File: config.mk
export PLATFORM = sky130hd
export DESIGN_NAME = fop_mp
export DESIGN_NICKNAME = d
export VERILOG_FILES = /design/src/rtl/fop_pkg.sv /design/src/rtl/fop_imem.sv /design/src/rtl/fop_mp.sv
export SDC_FILE = /design/constraint.sdc
export NUM_CORES = 1
export LEC_CHECK = 0
export ABC_AREA = 1
export CORE_MARGIN = 5
export CORE_UTILIZATION = 50
export CTS_CLUSTER_SIZE = 40
export DETAILED_ROUTE_END_ITERATION = 8
export DONT_BUFFER_PORTS = 1
export MAX_ROUTING_LAYER = met4
export PLACE_DENSITY = 0.73
export SLEW_MARGIN = 40
export SYNTH_ARGS = -nofsm -noshare
export SYNTH_HDL_FRONTEND = slang
export SYNTH_SLANG_ARGS = --single-unit
File: constraint.sdc
create_clock -name clk -period 4.5 [get_ports clk]
set_clock_uncertainty 0.05 [all_clocks]
set_input_delay 0.45 -clock clk [delete_from_list [all_inputs] [get_ports clk]]
set_output_delay 0.45 -clock clk [all_outputs]
set_load 0.05 [all_outputs]
File: src/rtl/fop_pkg.sv
// Shared types and field helpers for the fop_mp accumulator core.
package fop_pkg;

  localparam int OPC_W = 4;

  typedef enum logic [3:0] {
    OP_NOP  = 4'h0,
    OP_LDI  = 4'h1,
    OP_ADDI = 4'h2,
    OP_SUBI = 4'h3,
    OP_ANDI = 4'h4,
    OP_ST   = 4'h5,
    OP_LD   = 4'h6,
    OP_ADD  = 4'h7,
    OP_JMP  = 4'h8,
    OP_JZ   = 4'h9,
    OP_OUT  = 4'hA,
    OP_ADC  = 4'hB,
    OP_JC   = 4'hC,
    OP_HALT = 4'hF
  } opcode_e;

  typedef enum logic [1:0] {
    S_FETCH,
    S_EXEC,
    S_OUTW,
    S_HALT
  } state_e;

  function automatic int instr_w(input int dw);
    return dw + OPC_W;
  endfunction

  function automatic int opc_lsb(input int dw);
    return dw;
  endfunction

endpackage

File: src/rtl/fop_imem.sv
// Instruction memory: one write port, registered read port, read-before-write.
module fop_imem #(
  parameter int AW = 4,
  parameter int DW = 12
) (
  input  logic          clk,
  input  logic          i_we,
  input  logic [AW-1:0] i_waddr,
  input  logic [DW-1:0] i_wdata,
  input  logic          i_re,
  input  logic [AW-1:0] i_raddr,
  output logic [DW-1:0] o_rdata
);

  logic [DW-1:0] r_mem [2**AW];
  logic [DW-1:0] r_rdata;

  // Both in one edge-triggered block: a same-edge read sees the old word.
  always_ff @(posedge clk) begin
    if (i_we) r_mem[i_waddr] <= i_wdata;
    if (i_re) r_rdata <= r_mem[i_raddr];
  end

  assign o_rdata = r_rdata;

endmodule

File: src/rtl/fop_mp.sv
// Multi-cycle accumulator core with imem, register file, branches, output handshake.
// Optional carry flag, ADC and JC enabled by defining FOP_CARRY_EN.
module fop_mp
  import fop_pkg::*;
#(
  parameter int DATA_W = 8,
  parameter int ADDR_W = 4,
  parameter int NREG   = 4
) (
  input  logic                clk,
  input  logic                reset,
  input  logic                enable,
  input  logic                prog_we,
  input  logic [ADDR_W-1:0]   prog_addr,
  input  logic [DATA_W+3:0]   prog_data,
  input  logic                out_ready,
  output logic                out_valid,
  output logic [DATA_W-1:0]   out_data,
  output logic [ADDR_W-1:0]   pc,
  output logic [DATA_W-1:0]   acc,
  output logic                zero,
  output logic                carry,
  output logic                halted
);

  localparam int IW = instr_w(DATA_W);
  localparam int RW = (NREG > 1) ? $clog2(NREG) : 1;
`ifdef FOP_CARRY_EN
  localparam bit CARRY_EN = 1'b1;
`else
  localparam bit CARRY_EN = 1'b0;
`endif

  state_e                         r_state, w_state_n;
  logic [ADDR_W-1:0]              r_pc, w_pc_n;
  logic [DATA_W-1:0]              r_acc, w_acc_n;
  logic                           r_zero, w_zero_n;
  logic                           r_carry, w_carry_n;
  logic                           r_out_valid, w_out_valid_n;
  logic [DATA_W-1:0]              r_out_data, w_out_data_n;
  logic                           r_halted, w_halted_n;
  logic [NREG-1:0][DATA_W-1:0]    r_regs;
  logic                           w_reg_we, w_acc_wr;
  logic [IW-1:0]                  w_ir;
  logic [3:0]                     w_op;
  logic [DATA_W-1:0]              w_imm, w_rval;
  logic [ADDR_W-1:0]              w_tgt, w_pc1;
  logic [RW-1:0]                  w_ridx;
  logic [DATA_W:0]                w_sum;

  // imem read register doubles as the instruction register
  fop_imem #(.AW(ADDR_W), .DW(IW)) u_imem (
    .clk     (clk),
    .i_we    (prog_we),
    .i_waddr (prog_addr),
    .i_wdata (prog_data),
    .i_re    (enable && (r_state == S_FETCH)),
    .i_raddr (r_pc),
    .o_rdata (w_ir)
  );

  assign w_op   = w_ir[IW-1:opc_lsb(DATA_W)];
  assign w_imm  = w_ir[DATA_W-1:0];
  assign w_tgt  = w_imm[ADDR_W-1:0];
  assign w_ridx = w_imm[RW-1:0];
  assign w_rval = r_regs[w_ridx];
  assign w_pc1  = r_pc + ADDR_W'(1);

  always_comb begin
    w_state_n     = r_state;
    w_pc_n        = r_pc;
    w_acc_n       = r_acc;
    w_carry_n     = r_carry;
    w_out_valid_n = r_out_valid;
    w_out_data_n  = r_out_data;
    w_halted_n    = r_halted;
    w_reg_we      = 1'b0;
    w_acc_wr      = 1'b0;
    w_sum         = '0;
    case (r_state)
      S_FETCH: w_state_n = S_EXEC;
      S_EXEC: begin
        w_state_n = S_FETCH;
        w_pc_n    = w_pc1;
        case (w_op)
          OP_LDI:  begin w_acc_n = w_imm; w_acc_wr = 1'b1; end
          OP_ADDI: begin
            w_sum     = {1'b0, r_acc} + {1'b0, w_imm};
            w_acc_n   = w_sum[DATA_W-1:0];
            w_carry_n = CARRY_EN & w_sum[DATA_W];
            w_acc_wr  = 1'b1;
          end
          OP_SUBI: begin
            // top bit of the widened difference is the borrow
            w_sum     = {1'b0, r_acc} - {1'b0, w_imm};
            w_acc_n   = w_sum[DATA_W-1:0];
            w_carry_n = CARRY_EN & w_sum[DATA_W];
            w_acc_wr  = 1'b1;
          end
          OP_ANDI: begin w_acc_n = r_acc & w_imm; w_acc_wr = 1'b1; end
          OP_ST:   w_reg_we = 1'b1;
          OP_LD:   begin w_acc_n = w_rval; w_acc_wr = 1'b1; end
          OP_ADD: begin
            w_sum     = {1'b0, r_acc} + {1'b0, w_rval};
            w_acc_n   = w_sum[DATA_W-1:0];
            w_carry_n = CARRY_EN & w_sum[DATA_W];
            w_acc_wr  = 1'b1;
          end
          OP_JMP:  w_pc_n = w_tgt;
          OP_JZ:   if (r_zero) w_pc_n = w_tgt;
          OP_OUT: begin
            w_out_data_n  = r_acc;
            w_out_valid_n = 1'b1;
            w_state_n     = S_OUTW;
          end
          OP_ADC: if (CARRY_EN) begin
            w_sum     = {1'b0, r_acc} + {1'b0, w_imm} + {{DATA_W{1'b0}}, r_carry};
            w_acc_n   = w_sum[DATA_W-1:0];
            w_carry_n = w_sum[DATA_W];
            w_acc_wr  = 1'b1;
          end
          OP_JC:   if (CARRY_EN && r_carry) w_pc_n = w_tgt;
          OP_HALT: begin w_state_n = S_HALT; w_halted_n = 1'b1; end
          default: ;
        endcase
      end
      S_OUTW: if (out_ready) begin
        w_out_valid_n = 1'b0;
        w_state_n     = S_FETCH;
      end
      default: ;
    endcase
    w_zero_n = w_acc_wr ? (w_acc_n == '0) : r_zero;
  end

  always_ff @(posedge clk) begin
    if (reset) begin
      r_state     <= S_FETCH;
      r_pc        <= '0;
      r_acc       <= '0;
      r_zero      <= 1'b0;
      r_carry     <= 1'b0;
      r_out_valid <= 1'b0;
      r_out_data  <= '0;
      r_halted    <= 1'b0;
      r_regs      <= '0;
    end else if (enable) begin
      r_state     <= w_state_n;
      r_pc        <= w_pc_n;
      r_acc       <= w_acc_n;
      r_zero      <= w_zero_n;
      r_carry     <= w_carry_n;
      r_out_valid <= w_out_valid_n;
      r_out_data  <= w_out_data_n;
      r_halted    <= w_halted_n;
      if (w_reg_we) r_regs[w_ridx] <= r_acc;
    end
  end

  assign pc        = r_pc;
  assign acc       = r_acc;
  assign zero      = r_zero;
  assign carry     = CARRY_EN & r_carry;
  assign out_valid = r_out_valid;
  assign out_data  = r_out_data;
  assign halted    = r_halted;

endmodule

==> impl_metrics.toml <==
[worst_setup_path]
end_kind = "register"
crit_path_top_delay_cell = "edfxtp_1"
worstPathMaxFanout = 15
crit_arrival_ns = 3.94
cp_cell_sequence = "clkinv_1 > ha_1 > o22ai_1 > a21oi_1 > inv_1 > fa_1 > inv_1 > nand3_1 > nand2_1 > nand2_1 > nand2_1 > nor2_1 > nor2_2 > nor2_1 > nor2_1 > nand4_1 > nor2_1 > nand2_1 > a21oi_2"
cp.required_ns = 4.93
slowest_delay_ns = 0.67
start_kind = "register"
crit_type = "reg2reg"

[cts]
clk_path_buf_depth = 3
root_buffer = "clkbuf_16"
cts_tree = "built"
cts.repair.resized = 0
numCtsBuffers = 27
cts.sink_count = 261
clock_latency_ns = 0.55
clk_pin_slew_ns = 0.06
cts_hold_buf = 14
h-tree-depth = 1
post_cts_buffers = 0

[yosys]
yosys-top-cells-area = "edfxtp_1, dfxtp_1, o21ai_0"
yosys_most_used_dff = "edfxtp_1"
netlist.area_leader.share = 0.5330
syn_nets = 1108
postSynthCellCount = 1070
synth-simple-area-share = 0.1311
synth.ff_latch_count = 261
synth-edff-count = 204
syn_area_sq_um = 11490
ys_seq_area_frac = 0.6323
muxShareOfSynthArea = 0.03309
synth_xor_area_frac = 0.001524
synth-adder-area-share = 0.01916
synth_top_cell_by_area = "edfxtp_1"
synth.avg_cell_area_sq_um = 10.74
ys_types = 45
async_flop_share = 0
ys.warnings.count = 0
synth-compound-area-share = 0.1314
synth_top_family_by_area = "compound AO/OA/AOI/OAI gates"

[routing]
drtIter0Drc = 856
wl_per_cell_microns = 19.72
first_pass_iters = 7
num_vias = 8058
viasPerCell = 5.789
wl_microns = 27450
drc = 0
ant_nets = 0

[pwr]
ir_drop_uv = 381.3
leakagePower_nw = 4.472
power.density_nw_per_um2 = 431.7

[die]
die_x_microns = 161.6
num_io_pins = 45
dieArea_sq_um = 26120
rows = 55
coreArea_sq_um = 22640
die_h_microns = 161.6
initial_core_util = 0.5077

[timing]
worst_pin_slew_ns = 0.8610
relSlewSlack = 0.4239
fmax_mhz = 284.8
post-route-min-period_ns = 3.511
rsz0062_at_grt = "false"
finalHoldViolCount = 0
whs_ns = 0.02709
setup_viol = 0
slew_viol_final = 0
totalNegativeSetupSlack_ns = 0
period_share = 0.7802

[global_routing]
antenna_found_initial = 1
grt_max_degree = 65
grt_util_all_layers = 0.2164
grt_pass1_vias = 7658
grt_pass1_wl_microns = 43260
overflow = 0

[finish]
drive_gt1_frac = 0.09132
nNetsFinal = 1123
area_growth_pct = 12.41

[run]
drv_cap = 0

[place]
portBuffers = 0
hpwl_microns = 16750
gp_congestion = 0.9189

[run_status]
status = "completed"

[hold_path]
hold_path.class = "in2reg"
==> through the flow <==
stage	setup slack (ns)	util	power (W)	instances	instance area, sq um
floorplan	1.566	-	0.003156	1070	11490
global placement	1.180	0.5220	0.003291	1326	11820
detailed placement	1.099	0.5238	0.003304	1327	11860
CTS	1.022	0.5704	0.005609	1391	12910
global route	0.6615	0.5707	0.005804	1392	12920
finish	0.9891	0.5707	0.005578	1392	12920
==> sequential cells by signal (all words and copies together) (netlist names) <==
register / cells
halted: 1
r_regs: 32
u_imem.o_rdata: 12
r_state: 2
pc: 4
out_valid: 1
out_data: 8
u_imem.r_mem: 192
acc: 8
zero: 1
==> Yosys cell counts (3+ instances only) <==
cell      number
nand2_2        3
edfxtp_1     204
buf_1          6
a21oi_1       59
o32ai_1       10
inv_2          6
nor2_1       143
o22ai_1        3
nand3_1       64
ha_1          16
o211ai_1      16
dfxtp_1       57
nand2_1      116
o221ai_1      38
mux2i_1       38
nand3b_1       3
nor2_2         5
inv_1         87
nor3_1         4
clkbuf_1      39
nand4_1        7
buf_2          5
o21ai_0      116
==> report_power, final <==
group	switching (W)	leakage, nW	internal (W)
clock network	0.000940	0.443	0.00135
logic	0.000373	1.72	0.000168
registers	0.0000833	2.31	0.00267
==> kinds of logic after synthesis <==
group	Yosys count
other	1
AND/OR/NAND/NOR	353
adder cells (fa/ha/maj)	17
multiplexers	38
XOR/XNOR	2
AO/OA/AOI/OAI	250
buffers and inverters	148
flip-flops	261
==> worst paths after layout <==
| kind | from | to | depth (start not counted) | slack (ns) |
|---|---|---|---|---|
| setup reg to reg | u_imem.o_rdata[1] | zero | 19 | 0.99 |
| hold / removal | reset | pc[2] | 3 | 0.03 |
| setup / recovery | u_imem.o_rdata[1] | zero | 19 | 0.99 |
| hold reg to reg | r_regs[3] | r_regs[3] | 2 | 0.40 |
==> layout by cell type (no fill, tap or decap), types with 4 or more instances in the layout <==
cell type,n
edfxtp_1,204
nor2_1,139
nand2_1,116
o21ai_0,116
inv_1,87
nand3_1,64
a21oi_1,59
dfxtp_1,51
mux2i_1,38
o221ai_1,38
clkbuf_16,27
buf_4,23
o211ai_1,16
ha_1,16
dlygate4sd3_1,14
o32ai_1,10
nand4_1,7
nor2_2,6
inv_2,5
clkinv_2,5
clkbuf_1,5
clkinv_1,4
nor3_1,4
dfxtp_2,4
bufinv_16,4
==> worst max-delay path: cells and delay by family (launching register included) <==
kind	cells	cell delay, ns
buffers and inverters	3	0.65
and+or+nand+nor	11	0.90
DFF	1	0.67
adders and majority gates	2	0.81
AOI/OAI and AO/OA	3	0.36
==> routing by layer <==
| metal | vias up | share of wire | GRT usage |
|---|---|---|---|
| met1 | 3857 | 0.42 | 0.2945 |
| met2 | 299 | 0.47 | 0.3410 |
| met4 | 0 | 0.025 | 0.05498 |
| met5 | - | 0 | - |
| li1 | 3845 | - | - |
| met3 | 57 | 0.077 | 0.03981 |
==> area by class of cell <==
cell class / count / area, sq um
diodes: 1 / 2.502
fillers: 1902 / 9721
inverters: 96 / 369.1
multi-input cells: 661 / 3664
repair buffers: 38 / 332.8
clock buffers: 32 / 694.4
flip-flops and latches: 261 / 7279
well taps: 285 / 356.6
clock inverters: 18 / 221.5
(Power assumes the default switching activity.)
